$ cat config.mk
export PLATFORM = sky130hd
export DESIGN_NAME = eep_save_ctrl_flat
export DESIGN_NICKNAME = d
export VERILOG_FILES = /design/src/rtl/eep_save_ctrl_if.sv /design/src/rtl/eep_save_ctrl.sv /design/src/flat_wrapper.sv
export SDC_FILE = /design/constraint.sdc
export NUM_CORES = 1
export LEC_CHECK = 0
export BUFFER_PORTS_ARGS = -buffer_cell sky130_fd_sc_hd__buf_2
export CAP_MARGIN = 40
export CORE_ASPECT_RATIO = 0.8
export CORE_MARGIN = 2
export CORE_UTILIZATION = 29
export CTS_CLUSTER_DIAMETER = 50
export DETAILED_ROUTE_END_ITERATION = 16
export PLACE_DENSITY = 0.49
export SLEW_MARGIN = 20
export SYNTH_ARGS = -nofsm -noshare
export SYNTH_HDL_FRONTEND = slang
export SYNTH_SLANG_ARGS = --single-unit
$ cat constraint.sdc
create_clock -name clk -period 3.92 [get_ports clk]
set_clock_uncertainty 0.2 [all_clocks]
set_input_delay 0.392 -clock clk [delete_from_list [all_inputs] [get_ports clk]]
set_output_delay 0.392 -clock clk [all_outputs]
set_load 0.005 [all_outputs]
$ cat src/rtl/eep_save_ctrl_if.sv
// eep_save_ctrl_if: bundles the two data paths owned by the save controller.
//   sd_*      : MiSTer save-file block interface toward hps_io
//               (block request/ack, byte address, load/save data).
//   ext_eep_* : external access port of the on-chip EEPROM storage
//               (address, write data/strobe, read data/enable, ownership).
// modport master : the controller side (drives requests and EEPROM port).
// modport slave  : hps_io + EEPROM side (drives ack, buffer data, read data).
interface eep_save_ctrl_if;
    logic [31:0] sd_lba;
    logic        sd_rd;
    logic        sd_wr;
    logic        sd_ack;
    logic [8:0]  sd_buff_addr;
    logic [7:0]  sd_buff_dout;
    logic        sd_buff_wr;
    logic [7:0]  sd_buff_din;
    logic [16:0] ext_eep_addr;
    logic [7:0]  ext_eep_data_in;
    logic        ext_eep_data_wr;
    logic [7:0]  ext_eep_data_out;
    logic        ext_eep_data_rd;
    logic        ext_eep_data_en;

    modport master (
        output sd_lba, sd_rd, sd_wr, sd_buff_din,
               ext_eep_addr, ext_eep_data_in, ext_eep_data_wr,
               ext_eep_data_rd, ext_eep_data_en,
        input  sd_ack, sd_buff_addr, sd_buff_dout, sd_buff_wr,
               ext_eep_data_out
    );

    modport slave (
        input  sd_lba, sd_rd, sd_wr, sd_buff_din,
               ext_eep_addr, ext_eep_data_in, ext_eep_data_wr,
               ext_eep_data_rd, ext_eep_data_en,
        output sd_ack, sd_buff_addr, sd_buff_dout, sd_buff_wr,
               ext_eep_data_out
    );
endinterface

$ cat src/rtl/eep_save_ctrl.sv
// eep_save_ctrl: moves the EEPROM image between on-chip EEPROM storage and the
// save-file block interface. Restores on mount, writes back on OSD save or
// after AUTOSAVE_CYCLES of CPU write inactivity, and holds the CPU off the
// EEPROM while it owns the external port.
// Ports:
//   clk, rst              clock, synchronous active-high reset
//   img_mounted           pulse: save image mounted
//   img_readonly          level: mounted image is read-only
//   img_size_nz           mounted image size non-zero (sampled with img_mounted)
//   save_req              pulse: OSD save request
//   autosave_en           level: enable autosave
//   cpu_eep_wr            pulse: committed CPU EEPROM write
//   cpu_eep_busy          CPU EEPROM operation in progress
//   cpu_hold, busy        controller owns the EEPROM port
//   dirty                 EEPROM changed since last load/save
//   bus                   sd_* and ext_eep_* signals (master modport)
module eep_save_ctrl #(
    parameter int          EEP_SIZE        = 512,
    parameter logic [23:0] AUTOSAVE_CYCLES = 24'd8000000
) (
    input  logic                  clk,
    input  logic                  rst,
    input  logic                  img_mounted,
    input  logic                  img_readonly,
    input  logic                  img_size_nz,
    input  logic                  save_req,
    input  logic                  autosave_en,
    input  logic                  cpu_eep_wr,
    input  logic                  cpu_eep_busy,
    output logic                  cpu_hold,
    output logic                  busy,
    output logic                  dirty,
    eep_save_ctrl_if.master       bus
);
    localparam int BLOCKS = EEP_SIZE / 512;
    localparam int BW     = (BLOCKS > 1) ? $clog2(BLOCKS) : 1;

    typedef enum logic [2:0] {
        IDLE, ARB, LOAD_REQ, SAVE_REQ, LOAD_XFER, SAVE_XFER
    } state_t;

    state_t        state;
    logic [BW-1:0] blk;
    logic          mounted;
    logic          load_pend;
    logic          save_pend;
    logic          is_load;
    logic          own;
    logic          ack_q;
    logic [23:0]   timer;
    logic          sd_rd_r;
    logic          sd_wr_r;
    logic          eep_wr_r;
    logic [16:0]   load_addr;
    logic [7:0]    load_data;

    logic          mount_nxt;
    logic          save_ok;
    logic          tmr_run;
    logic          tmr_exp;
    logic          ack_fall;
    logic          last_blk;
    logic          save_xfer;

    // A save request may arrive in the same cycle as the mount that enables
    // it, so qualify against the post-update mount state.
    assign mount_nxt = img_mounted ? img_size_nz : mounted;
    assign save_ok   = mount_nxt & ~img_readonly;
    // Timer counts down to zero and then parks there until the next CPU write.
    assign tmr_run   = dirty & autosave_en & (state == IDLE) & (timer != 24'd0);
    assign tmr_exp   = tmr_run & (timer == 24'd1);
    assign ack_fall  = ack_q & ~bus.sd_ack;
    assign last_blk  = (int'(blk) == BLOCKS - 1);
    assign save_xfer = (state == SAVE_XFER);

    always_ff @(posedge clk) begin
        if (rst) begin
            state     <= IDLE;
            blk       <= '0;
            mounted   <= 1'b0;
            load_pend <= 1'b0;
            save_pend <= 1'b0;
            is_load   <= 1'b0;
            own       <= 1'b0;
            dirty     <= 1'b0;
            ack_q     <= 1'b0;
            timer     <= '0;
            sd_rd_r   <= 1'b0;
            sd_wr_r   <= 1'b0;
            eep_wr_r  <= 1'b0;
            load_addr <= '0;
            load_data <= '0;
        end else begin
            ack_q    <= bus.sd_ack;
            eep_wr_r <= 1'b0;

            if (img_mounted) mounted <= img_size_nz;

            if (tmr_run)    timer <= timer - 24'd1;
            if (cpu_eep_wr) timer <= AUTOSAVE_CYCLES;

            case (state)
                IDLE: begin
                    if ((load_pend | save_pend) && !cpu_eep_busy) begin
                        state <= ARB;
                        own   <= 1'b1;
                    end
                end
                ARB: begin
                    blk     <= '0;
                    is_load <= load_pend;
                    if (load_pend) begin
                        state   <= LOAD_REQ;
                        sd_rd_r <= 1'b1;
                    end else begin
                        state   <= SAVE_REQ;
                        sd_wr_r <= 1'b1;
                    end
                end
                LOAD_REQ, SAVE_REQ: begin
                    if (bus.sd_ack) begin
                        sd_rd_r <= 1'b0;
                        sd_wr_r <= 1'b0;
                        state   <= is_load ? LOAD_XFER : SAVE_XFER;
                    end
                end
                LOAD_XFER, SAVE_XFER: begin
                    if (state == LOAD_XFER && bus.sd_buff_wr) begin
                        load_addr <= 17'({blk, bus.sd_buff_addr});
                        load_data <= bus.sd_buff_dout;
                        eep_wr_r  <= 1'b1;
                    end
                    if (ack_fall) begin
                        if (!last_blk) begin
                            blk   <= blk + 1'b1;
                            state <= is_load ? LOAD_REQ : SAVE_REQ;
                            if (is_load) sd_rd_r <= 1'b1;
                            else         sd_wr_r <= 1'b1;
                        end else begin
                            state <= IDLE;
                            own   <= 1'b0;
                            dirty <= 1'b0;
                            if (is_load) load_pend <= 1'b0;
                            else         save_pend <= 1'b0;
                        end
                    end
                end
                default: state <= IDLE;
            endcase

            // Sets come last so they win over the end-of-transfer clears:
            // a CPU write or request landing on the final cycle is not lost.
            if (cpu_eep_wr) dirty <= 1'b1;
            if (img_mounted & img_size_nz & ~img_readonly) load_pend <= 1'b1;
            if ((save_req | tmr_exp) & save_ok)            save_pend <= 1'b1;
        end
    end

    assign cpu_hold            = own;
    assign busy                = own;
    assign bus.ext_eep_data_en = own;
    assign bus.sd_lba          = 32'(blk);
    assign bus.sd_rd           = sd_rd_r;
    assign bus.sd_wr           = sd_wr_r;
    assign bus.ext_eep_data_wr = eep_wr_r;
    assign bus.ext_eep_data_in = load_data;
    // Save reads follow hps_io's byte address directly; the EEPROM's own
    // output register supplies the one-cycle read latency.
    assign bus.ext_eep_addr    = save_xfer ? 17'({blk, bus.sd_buff_addr}) : load_addr;
    assign bus.ext_eep_data_rd = save_xfer;
    assign bus.sd_buff_din     = save_xfer ? bus.ext_eep_data_out : 8'h00;
endmodule
$ cat src/flat_wrapper.sv
// flat-port wrapper written by rule: the top's interface ports become plain ports
module eep_save_ctrl_flat 
#(
    parameter int          EEP_SIZE        = 512,
    parameter logic [23:0] AUTOSAVE_CYCLES = 24'd8000000
)
  (clk, rst, img_mounted, img_readonly, img_size_nz, save_req, autosave_en, cpu_eep_wr, cpu_eep_busy, cpu_hold, busy, dirty, bus_sd_lba, bus_sd_rd, bus_sd_wr, bus_sd_buff_din, bus_ext_eep_addr, bus_ext_eep_data_in, bus_ext_eep_data_wr, bus_ext_eep_data_rd, bus_ext_eep_data_en, bus_sd_ack, bus_sd_buff_addr, bus_sd_buff_dout, bus_sd_buff_wr, bus_ext_eep_data_out);
  eep_save_ctrl_if bus_i ();
  input  logic clk;
  input  logic rst;
  input  logic img_mounted;
  input  logic img_readonly;
  input  logic img_size_nz;
  input  logic save_req;
  input  logic autosave_en;
  input  logic cpu_eep_wr;
  input  logic cpu_eep_busy;
  output logic cpu_hold;
  output logic busy;
  output logic dirty;
  output wire logic [$bits(bus_i.sd_lba)-1:0] bus_sd_lba;
  output wire logic [$bits(bus_i.sd_rd)-1:0] bus_sd_rd;
  output wire logic [$bits(bus_i.sd_wr)-1:0] bus_sd_wr;
  output wire logic [$bits(bus_i.sd_buff_din)-1:0] bus_sd_buff_din;
  output wire logic [$bits(bus_i.ext_eep_addr)-1:0] bus_ext_eep_addr;
  output wire logic [$bits(bus_i.ext_eep_data_in)-1:0] bus_ext_eep_data_in;
  output wire logic [$bits(bus_i.ext_eep_data_wr)-1:0] bus_ext_eep_data_wr;
  output wire logic [$bits(bus_i.ext_eep_data_rd)-1:0] bus_ext_eep_data_rd;
  output wire logic [$bits(bus_i.ext_eep_data_en)-1:0] bus_ext_eep_data_en;
  input wire logic [$bits(bus_i.sd_ack)-1:0] bus_sd_ack;
  input wire logic [$bits(bus_i.sd_buff_addr)-1:0] bus_sd_buff_addr;
  input wire logic [$bits(bus_i.sd_buff_dout)-1:0] bus_sd_buff_dout;
  input wire logic [$bits(bus_i.sd_buff_wr)-1:0] bus_sd_buff_wr;
  input wire logic [$bits(bus_i.ext_eep_data_out)-1:0] bus_ext_eep_data_out;
  assign bus_sd_lba = bus_i.sd_lba;
  assign bus_sd_rd = bus_i.sd_rd;
  assign bus_sd_wr = bus_i.sd_wr;
  assign bus_sd_buff_din = bus_i.sd_buff_din;
  assign bus_ext_eep_addr = bus_i.ext_eep_addr;
  assign bus_ext_eep_data_in = bus_i.ext_eep_data_in;
  assign bus_ext_eep_data_wr = bus_i.ext_eep_data_wr;
  assign bus_ext_eep_data_rd = bus_i.ext_eep_data_rd;
  assign bus_ext_eep_data_en = bus_i.ext_eep_data_en;
  assign bus_i.sd_ack = bus_sd_ack;
  assign bus_i.sd_buff_addr = bus_sd_buff_addr;
  assign bus_i.sd_buff_dout = bus_sd_buff_dout;
  assign bus_i.sd_buff_wr = bus_sd_buff_wr;
  assign bus_i.ext_eep_data_out = bus_ext_eep_data_out;
  eep_save_ctrl #(.EEP_SIZE(EEP_SIZE), .AUTOSAVE_CYCLES(AUTOSAVE_CYCLES)) u_core (.clk(clk), .rst(rst), .img_mounted(img_mounted), .img_readonly(img_readonly), .img_size_nz(img_size_nz), .save_req(save_req), .autosave_en(autosave_en), .cpu_eep_wr(cpu_eep_wr), .cpu_eep_busy(cpu_eep_busy), .cpu_hold(cpu_hold), .busy(busy), .dirty(dirty), .bus(bus_i));
endmodule
# Word-level counts from Yosys, hierarchy flattened
# Cells that the tools add are included.
# totals
ff_bits	56
input_bits	36
output_inout_bits	73
# classes
n_addsub	2
n_eq_ne	19
n_mux	44
bitwise_logic	14
reduce_logical	29
# op_table
operator	n
$mux 23	2
$mux 1	31
$eq 24x1->1 const B	1
$reduce_bool 24->1	1
$sub 24x1->24 const B	1
$reduce_bool 2->1	10
$ne 2x2->1 const B	9
$mux 3	4
$pmux 3 s4	1
$reduce_and 4->1	3
$reduce_and 6->1	2
$mux 10	1
$and 1x1->1	9
$mux 8	1
$ne 2x1->1 const B	4
$reduce_or 2->1	4
$eq 3x2->1 const B	2
$eq 3x3->1 const B	2
$pmux 1 s3	2
$reduce_and 3->1	2
$pmux 1 s2	2
$reduce_and 2->1	2
$eq 3x1->1 const B	1
$logic_not 3->1	1
other kinds (6)	10

# Logic depth before layout (Yosys ltp)
# Gate-level depths: netlist of the first run.
# depth
word_depth	8
depth_mapped	7

# Least setup slack after synthesis of the first run
# OpenSTA, ideal clock, no wires.
# synth_path
path_type	reg-to-reg
from	register u_core.timer[17]
to	register u_core.timer[1]
t_arrival_ns	1.978
slack_ns	1.677
stages_incl_launch_ff	6
cell_sequence	dfxtp_1 -> nor4_1 -> nand3_1 -> o21ai_1 -> mux2_2 -> nor2_1
# synth_via
elab_chain_cells	2
# synth_lines
item	line	rtl
start: declaration	eep_save_ctrl.sv:50	logic [23:0] timer;
start signal: assignment	eep_save_ctrl.sv:99	if (tmr_run) timer <= timer - 24'd1;
$reduce_bool 24->1	eep_save_ctrl.sv:70	assign tmr_run = dirty & autosave_en & (state == IDLE) & (timer != 24'd0);
$and 1x1->1	eep_save_ctrl.sv:70	
# Every way passes these cells.
# A chain may end at the register's enable or synchronous reset.

# Worst setup path after layout of the first run
# layout_path
from	register u_core.state[2]
to	output port bus_ext_eep_addr[0]
# layout_via
elab_chain_cells	2
# layout_lines
item	line	rtl
start: declaration	eep_save_ctrl.sv:42	state_t state;
start signal: assignment	eep_save_ctrl.sv:124	state <= is_load ? LOAD_XFER : SAVE_XFER;
start signal: assignment	eep_save_ctrl.sv:136	state <= is_load ? LOAD_REQ : SAVE_REQ;
$eq 3x3->1	eep_save_ctrl.sv:74	assign save_xfer = (state == SAVE_XFER);
$mux 10	eep_save_ctrl.sv:169	assign bus.ext_eep_addr = save_xfer ? 17'({blk, bus.sd_buff_addr}) : load_addr;
end: declaration	flat_wrapper.sv:25	output wire logic [$bits(bus_i.ext_eep_addr)-1:0] bus_ext_eep_addr;
# Every way passes these cells.

==> run_results.csv, run 1 <==
group,metric,value,unit
status,status,"finished clean",
clock_tree,cts_tree,"done",
sta,maxSlewHeadroom,51.2,%
sta,setup_tns,0,ps
final_layout,antennaDiodeCount,0,
grt,antenna_found_initial,0,
synthesis,synthAdderAreaFrac,0.862,%
final_layout,multi_input_area,1580,um^2
sta,maxSlewViolCount,0,
route,drc,0,
clock_tree,numCtsBuffers,5,
sta,fin_crit,2990,ps
power_and_ir_drop,peakVddDrop,0.000161,V
synthesis,ys.flop_type,"dfxtp_1",
clock_tree,clk_pin_slew_worst_paths,80,ps
clock_tree,clk_latency,300,ps
sta,rsz0062_at_grt,"no",
synthesis,seq_area_frac_synth,37.3,%
setup_path,crit_path_max_incr_delay,570,ps
synthesis,syn_inst,348,
sta,max_freq,335,MHz
setup_path,crit_slowest_cell,"nor2b_1",
route,first_pass_iters,4,
setup_path,critPathCaptureType,"output pin",
floorplanning,initial_core_util,29.9,%
grt,grt_pass1_wl,10.7,mm
flow_run,maxCapViolations,0,
clock_tree,cts.sinks,54,
clock_tree,cts_max_path_buffers,2,
synthesis,yosys-top-cells-area,"dfxtp_1 (37%), buf_4 (11%), nand2_1 (5.6%)",
floorplanning,die_w,116,um
placed_design,placed_area,3210,um^2
final_layout,nNetsFinal,446,
final_layout,num-fill-cells,1036,
synthesis,synth_top_family_by_area,"simple AND/OR/NAND/NOR gates",
synthesis,synth_cell_types,51,
synthesis,synth_xor_xnor_area_share,5.13,%
sta,setup_violations,0,
power_and_ir_drop,power_density,387,nW/um^2
synthesis,async_reset_ff_share,0,%
final_layout,final_cell_area,3380,um^2
route,vias,2451,
final_layout,drive_gt1_share,24.2,%
placed_design,place.port_buffers,68,
setup_path,arrival,2390,ps
synthesis,synth_top_area_share,37.3,%
setup_path,path_cells,"nor2b_1 > and2_1 > mux2_2 > buf_2",
setup_path,criticalPathCategory,"reg -> out",
grt,overflow,0,
route,antenna_left,0,
sta,fin_crit_sh,76.2,%
floorplanning,die_area,10800,um^2
route,drtIter0Drc,134,
synthesis,avgSynthCellArea,8.34,um^2
power_and_ir_drop,leakagePower,1.43,nW
setup_path,r2r_setup_slack,1240,ps
setup_path,path_max_fanout,12,
synthesis,synth_compound_area_share,12.2,%
synthesis,synth-edff-count,0,
floorplanning,die_h,93.5,um
clock_tree,cts_setup_buffers,0,
placed_design,place.gp.congestion,0.805,
synthesis,syn_area,2900,um^2
synthesis,synth.area.mux_share,4.61,%
floorplanning,coreArea,9690,um^2
setup_path,critPathRequiredTime,3330,ps
synthesis,synth_simple_gate_area_share,26.1,%
sta,tightest_slew,731,ps
setup_path,critPathTopFamily,"simple AND/OR/NAND/NOR gates",
final_layout,area_delta_synth_final,16.4,%
setup_path,startpoint_type,"flip-flop",
route,routed_wl,6.61,mm
grt,grt_pass1_vias,2219,
synthesis,synth_largest_area_cell,"dfxtp_1",
route,drt-wirelength-per-cell,12.1,um
route,vias_per_cell,4.50,
synthesis,ys_seq_elements,54,
clock_tree,h-tree-depth,2,
synthesis,ys.warnings.count,0,
sta,whs,124,ps
final_layout,seqCellArea,1080,um^2
floorplanning,io_pins,109,
clock_tree,cts_root_buf,"clkbuf_16",
grt,track_usage,12.4,%
clock_tree,cts-resized-gates,0,
min_path,min_path_type,"in -> reg",
placed_design,hpwl,4.90,mm
setup_path,path_buf_inv,1,
grt,grt_max_degree,39,
floorplanning,row_count,32,
sta,hold_viol_final,0,
clock_tree,cts-hold-fix-buffers,0,
-- area by class of cell --
class	count	area share [%]
Clock buffer	5	3.70
Clock inverter	3	1.41
Inverter	5	0.556
Multi-Input combinational cell	272	46.7
Sequential cell	54	32.0
Tap cell	136	5.04
Timing Repair Buffer	70	10.6
-- Yosys cell counts (all sizes together) (2+ instances only) --
cell type and number:
dfxtp 54, nor2b 6, nand3 7, o31ai 3, xor2 10, and3 13, nor2 32, ha 2
inv 5, a31oi 4, or3 3, and2 2, nand4 2, nand2b 5, o21ai 7, mux2 11
a21oi 29, nor3 5, nand3b 3, xnor2 7, nor4 8, clkbuf 11, a2111oi 3, nand2 43
o211ai 7, nor3b 3, nor4b 2, or4 4, buf 45
-- metal layers --
layer / part of all wire, % / up-vias / global-route usage, % / wire, um
met5: 0 / - / 0 / 0
met4: 1.3 / 0 / 3.87 / 87
met3: 4.6 / 7 / 2.20 / 303
met2: 44 / 67 / 18.8 / 2900
met1: 50 / 1136 / 17.7 / 3320
li1: - / 1241 / - / -
-- placed cells by master (no fill, tap or decap), drive strengths merged, types with 2 or more instances in the layout --
| cell | n |
|---|---|
| nand3 | 7 |
| clkbuf | 5 |
| or3 | 3 |
| conb | 40 |
| xnor2 | 7 |
| nand3b | 3 |
| o211ai | 7 |
| buf | 70 |
| nor4 | 8 |
| nand2 | 43 |
| nand4 | 2 |
| nor4b | 2 |
| o31ai | 3 |
| nand2b | 5 |
| a21oi | 29 |
| nor3 | 5 |
| nor2b | 6 |
| or4 | 4 |
| nor3b | 3 |
| a2111oi | 3 |
| dfxtp | 54 |
| nor2 | 32 |
| inv | 6 |
| ha | 2 |
| xor2 | 10 |
| mux2 | 11 |
| and3 | 13 |
| and2 | 2 |
| o21ai | 7 |
| a31oi | 4 |
-- metrics by stage --
stage	worst slack (ps)	std cells	util (%)	power [mW]
after floorplan	1680	387	-	0.772
after global routing	744	545	34.9	1.37
after global placement	1280	536	33.0	0.803
final	934	545	34.9	1.31
after detailed placement	1260	537	33.1	0.803
after CTS	925	545	34.9	1.33
-- worst register-to-register path, delay by kind of cell, from the launching register on --
family | cells | cell delay (ps)
flip-flops | 1 | 360
AND/OR/NAND/NOR | 4 | 1930
AO/OA/AOI/OAI | 1 | 140
-- cells by family (layout without fill, tap and decap cells) --
group	after synthesis	in the layout
and+or+nand+nor	142	142
buffers and inverters	61	83
AOI/OAI and AO/OA	59	59
DFF	54	54
xor gates and xnor gates	17	17
muxes	12	12
adders and majority gates	2	2
other	1	40
-- flip-flops by register name, indices dropped and copies added, names as in the netlist --
name                        flops
u_core.bus.sd_wr                1
u_core.bus.ext_eep_data_wr      1
u_core.bus.ext_eep_data_in      8
u_core.save_pend                1
u_core.timer                   24
u_core.bus.ext_eep_data_en      1
u_core.load_addr                9
u_core.load_pend                1
u_core.is_load                  1
u_core.state                    3
u_core.mounted                  1
u_core.ack_q                    1
u_core.dirty                    1
u_core.bus.sd_rd                1
-- final timing paths --
check / startpoint / end / cells past startpoint
worst min-delay path: bus_sd_buff_dout[0] / u_core.bus.ext_eep_data_in[0]$_SDFFE_PP0P_ / 3
worst max-delay path: u_core.state[2]$_SDFFE_PP0P_ / bus_ext_eep_addr[0] / 4
worst max register to register: u_core.timer[9]$_SDFFE_PP0P_ / u_core.timer[18]$_SDFFE_PP0P_ / 5
worst min register to register: u_core.bus.ext_eep_data_in[7]$_SDFFE_PP0P_ / u_core.bus.ext_eep_data_in[7]$_SDFFE_PP0P_ / 2
-- report_power, final --
| part | internal (mW) | leakage [nW] | switching (mW) |
|---|---|---|---|
| Combinational | 0.0794 | 0.911 | 0.113 |
| Clock | 0.305 | 0.0844 | 0.211 |
| Sequential | 0.571 | 0.439 | 0.0272 |
(Power assumes the default switching activity.)
==> run 2: changes to the inputs <==
clock period = 3.1 ns   (was 3.92 ns; I/O delays follow)
==> run 2 against run 1 <==
Compared with the run above:
- critical endpoint is now bus_ext_eep_addr[8]
- hold slack worse by 69 ps
- die area unchanged
- largest power group unchanged
- final cell count increased by 0.55%
- power up 19%
- critical path type unchanged
==> run_results.csv, run 2 (synthesis results as in run 1) <==
group,metric,value,unit
clock_tree,cts_max_path_buffers,2,
power_and_ir_drop,power_density,461,nW/um^2
route,antenna_left,0,
sta,max_freq,376,MHz
setup_path,r2r-start,"u_core.state[0]$_SDFFE_PP0P_",
grt,use_met3,2.72,%
final_layout,seqCellArea,1080,um^2
power_and_ir_drop,leakagePower,1.43,nW
power_and_ir_drop,share_seq_of_total_power,48.8,%
setup_path,critPathCaptureType,"output pin",
route,drtIter0Drc,131,
setup_path,path_cells,"nor2b_1 > buf_4 > and2_1 > mux2_2 > buf_2",
setup_path,cp-startpoint,"u_core.state[2]$_SDFFE_PP0P_",
setup_path,crit_slowest_cell,"dfxtp_1",
setup_path,criticalPathCategory,"reg -> out",
sta,hold_viol_final,0,
sta,setup_tns,0,ps
sta,fin_crit_sh,85.8,%
floorplanning,io_pins,109,
setup_path,path_max_fanout,12,
final_layout,multi_input_area,1580,um^2
setup_path,startpoint_type,"flip-flop",
grt,top_usage_layer,"met2",
route,first_pass_iters,4,
clock_tree,h-tree-depth,2,
sta,whs,55.5,ps
grt,grt_pass1_wl,9.98,mm
floorplanning,initial_core_util,29.9,%
clock_tree,cts_tree,"done",
status,status,"finished clean",
power_and_ir_drop,pwr-share-clk,35.2,%
sta,maxSlewHeadroom,47.4,%
placed_design,place.port_buffers,68,
final_layout,drive_gt1_share,24.5,%
route,vias,2466,
clock_tree,cts.sinks,54,
setup_path,path_buf_inv,2,
floorplanning,coreArea,9690,um^2
placed_design,hpwl,4.77,mm
setup_path,critPathRequiredTime,2590,ps
clock_tree,cts-resized-gates,0,
sta,rsz0062_at_grt,"no",
sta,tightest_slew,782,ps
power_and_ir_drop,p_int,1.13,mW
flow_run,maxCapViolations,0,
grt,grt_pass1_vias,2059,
grt,track_usage,11.6,%
final_layout,area_delta_synth_final,16.0,%
floorplanning,die_w,116,um
power_and_ir_drop,peakVddDrop,0.000246,V
sta,fin_crit,2660,ps
setup_path,crit_path_max_incr_delay,520,ps
clock_tree,cts_setup_buffers,0,
grt,antenna_found_initial,0,
floorplanning,die_area,10800,um^2
grt,met2_usage,17.0,%
grt,overflow,0,
final_layout,num-fill-cells,1036,
sta,setup_violations,0,
route,routed_wl,6.50,mm
grt,grt_max_degree,25,
floorplanning,die_h,93.5,um
min_path,min_path_type,"in -> reg",
final_layout,final_cell_mix,"buf_2 (68), dfxtp_1 (54), nand2_1 (43)",
final_layout,mostFrequentLayoutCell,"buf_2",
min_path,min_from,"bus_sd_buff_dout[6]",
route,drc,0,
setup_path,critPathTopFamily,"simple AND/OR/NAND/NOR gates",
power_and_ir_drop,switchingPower,424,uW
power_and_ir_drop,combPwrFrac,16.1,%
route,drt-wirelength-per-cell,11.9,um
clock_tree,cts-hold-fix-buffers,0,
final_layout,antennaDiodeCount,0,
clock_tree,clk_latency,290,ps
power_and_ir_drop,p_sw_share,27.3,%
grt,use_met1,16.6,%
clock_tree,clk_pin_slew_worst_paths,70,ps
sta,maxSlewViolCount,0,
final_layout,nNetsFinal,449,
floorplanning,row_count,32,
setup_path,arrival,2150,ps
clock_tree,numCtsBuffers,5,
route,vias_per_cell,4.50,
clock_tree,cts_root_buf,"clkbuf_16",
placed_design,place.gp.congestion,0.784,
final_layout,regMostFlops,"u_core.timer",
final_layout,largest_register_ffs,24,
[run 2: power groups by stage]
| stage | logic, mW | clock network (mW) | registers (mW) |
|---|---|---|---|
| after CTS | 0.249 | 0.575 | 0.756 |
| after global routing | 0.280 | 0.594 | 0.761 |
| final | 0.249 | 0.545 | 0.756 |
| after detailed placement | 0.248 | 0 | 0.772 |
| after floorplan | 0.218 | 0 | 0.758 |
| after global placement | 0.246 | 0 | 0.771 |
[run 2: per-stage QoR]
step	instance area, um^2	cells	setup slack [ps]	power (mW)	utilization, %
final	3370	548	439	1.55	34.7
after global routing	3370	548	351	1.64	34.7
after CTS	3370	548	460	1.58	34.7
after detailed placement	3220	540	635	1.02	33.3
after global placement	3220	540	694	1.02	33.3
after floorplan	3050	387	857	0.977	-
[run 2: metal layers]
metal	share of wire, %	wire, um	vias up
li1	-	-	1251
met1	50	3260	1131
met2	43	2780	78
met3	5.7	371	6
met4	1.4	89	0
met5	0	0	-
[run 2: path summary, 6_finish.rpt]
check	cells after the start	to	slack (ps)
worst max-delay path	5	bus_ext_eep_addr[8]	440
worst min register to register	2	u_core.bus.ext_eep_data_in[1]$_SDFFE_PP0P_	250
worst max register to register	5	u_core.timer[18]$_SDFFE_PP0P_	620
worst min-delay path	3	u_core.bus.ext_eep_data_in[6]$_SDFFE_PP0P_	60
[run 2: layout make-up]
class	count	area share, %
clock buffer	6	3.83
sequential	54	32.1
inverter	5	0.557
tap	136	5.05
multi-input combinational	272	46.8
timing repair buffer	73	11.2
clock inverter	2	0.409
[run 2: tightest hold or removal path, cell delays in order]
cell	delay (ps)
buf_2	100
nand2_1	40
a21oi_1	50
==> run 3: changes to the inputs <==
CORE_UTILIZATION = 49   (was 29)
PLACE_DENSITY = 0.77   (was 0.49)
==> run 3 against run 2 <==
Compared with the run above:
- via count fell by 1.3%
- clock-buffer cell count fell by 1
- fmax increased by 1.8%
- critical endpoint unchanged
- largest cell class unchanged
==> run_results.csv, run 3 (synthesis results as in run 1) <==
group,metric,value,unit
placed_design,placed_cells,484,
clock_tree,numCtsBuffers,5,
final_layout,area_delta_synth_final,11.6,%
grt,overflow,0,
final_layout,mostFrequentLayoutCell,"buf_2",
route,antenna_left,0,
final_layout,nNetsFinal,448,
grt,use_met1,22.6,%
route,first_pass_iters,4,
floorplanning,die_area,6560,um^2
floorplanning,coreArea,5820,um^2
route,routed_wl,5.70,mm
setup_path,crit_path_max_incr_delay,520,ps
grt,antenna_found_initial,0,
grt,top_usage_layer,"met2",
power_and_ir_drop,leakagePower,1.40,nW
setup_path,crit_slowest_cell,"dfxtp_1",
floorplanning,initial_core_util,49.9,%
grt,track_usage,16.7,%
setup_path,path_max_fanout,12,
placed_design,hpwl,4.30,mm
sta,tightest_slew,735,ps
sta,max_freq,383,MHz
status,status,"finished clean",
clock_tree,cts_setup_buffers,0,
placed_design,place.gp.congestion,0.869,
setup_path,criticalPathCategory,"reg -> out",
sta,fin_crit,2610,ps
sta,maxSlewHeadroom,50.5,%
power_and_ir_drop,power_density,429,nW/um^2
final_layout,num-fill-cells,560,
clock_tree,cts.sinks,54,
floorplanning,row_count,25,
sta,maxSlewViolCount,0,
floorplanning,io_pins,109,
final_layout,seqCellArea,1080,um^2
grt,use_met3,2.58,%
clock_tree,clk_pin_slew_worst_paths,100,ps
setup_path,arrival,2100,ps
sta,rsz0062_at_grt,"no",
sta,finalWorstSetupSlack,487,ps
route,drt-wirelength-per-cell,11.6,um
floorplanning,die_w,90.0,um
clock_tree,clk_latency,300,ps
route,vias,2433,
clock_tree,cts-hold-fix-buffers,0,
route,drc,0,
sta,fin_crit_sh,84.3,%
placed_design,place.port_buffers,68,
final_layout,multi_input_area,1580,um^2
grt,grt_pass1_wl,9.28,mm
final_layout,drive_gt1_share,24.6,%
setup_path,path_cells,"nor2b_1 > buf_4 > and2_1 > mux2_2 > buf_2",
setup_path,critPathRequiredTime,2590,ps
sta,hold_viol_final,0,
setup_path,r2r_setup_slack,650,ps
sta,setup_tns,0,ps
route,vias_per_cell,4.95,
setup_path,critPathTopFamily,"simple AND/OR/NAND/NOR gates",
power_and_ir_drop,peakVddDrop,0.000228,V
clock_tree,cts-resized-gates,0,
final_layout,antennaDiodeCount,0,
grt,grt_max_degree,39,
sta,setup_violations,0,
clock_tree,cts_root_buf,"clkbuf_8",
placed_design,place_ws,683,ps
clock_tree,h-tree-depth,2,
final_layout,final_cell_mix,"buf_2 (68), dfxtp_1 (54), nand2_1 (43)",
clock_tree,cts_max_path_buffers,2,
final_layout,regMostFlops,"u_core.timer",
final_layout,largest_register_ffs,24,
setup_path,startpoint_type,"flip-flop",
floorplanning,die_h,72.8,um
grt,met2_usage,28.6,%
min_path,min_path_type,"in -> reg",
route,drtIter0Drc,181,
final_layout,fin_util,55.7,%
final_layout,finalNonFillerCells,492,
grt,grt_pass1_vias,2092,
clock_tree,cts_tree,"done",
setup_path,critPathCaptureType,"output pin",
flow_run,maxCapViolations,0,
setup_path,path_buf_inv,2,
==> run 3: worst min-delay path, delay by kind of cell <==
kind                   cells  cell delay (ps)
AND/OR/NAND/NOR            1               40
buffers and inverters      1               90
AO/OA/AOI/OAI              1               50
==> run 3: worst paths after layout <==
| check | startpoint | to | cells after the start |
|---|---|---|---|
| setup reg to reg | u_core.state[0]$_SDFFE_PP0P_ | u_core.timer[18]$_SDFFE_PP0P_ | 5 |
| hold reg to reg | u_core.bus.ext_eep_data_in[3]$_SDFFE_PP0P_ | u_core.bus.ext_eep_data_in[3]$_SDFFE_PP0P_ | 2 |
| setup / recovery | u_core.state[2]$_SDFFE_PP0P_ | bus_ext_eep_addr[8] | 5 |
| hold / removal | bus_sd_buff_dout[6] | u_core.bus.ext_eep_data_in[6]$_SDFFE_PP0P_ | 3 |
==> run 3: final cells by class <==
class	count	share of cell area [%]
repair buffers	72	11.4
clock buffers	5	2.13
flip-flops and latches	54	33.4
well taps	81	3.13
inverters	5	0.580
multi-input cells	272	48.7
clock inverters	3	0.657
==> run 3: per-layer routing <==
metal  part of all wire, %  routed length [um]
met3                   4.9                 278
met2                    45                2590
met5                     0                   0
met4                  0.68                  39
met1                    49                2800
==> run 3: stage by stage <==
stage          instance area [um^2]  power (mW)  hold WS, ps
2_1_floorplan                  3050       0.977          225
4_1_cts                        3240        1.40         26.9
3_3_place_gp                   3150        1.01          240
6_report                       3240        1.39         33.0
5_1_grt                        3240        1.46         35.3
3_5_place_dp                   3150        1.01          244
==> run 3: report_power, final <==
part / total, mW / switching (mW) / internal (mW) / leakage, nW
clock: 0.391 / 0.232 / 0.159 / 0.0441
combinational: 0.243 / 0.139 / 0.104 / 0.920
sequential: 0.756 / 0.0339 / 0.722 / 0.439
total: 1.39 / 0.404 / 0.985 / 1.40
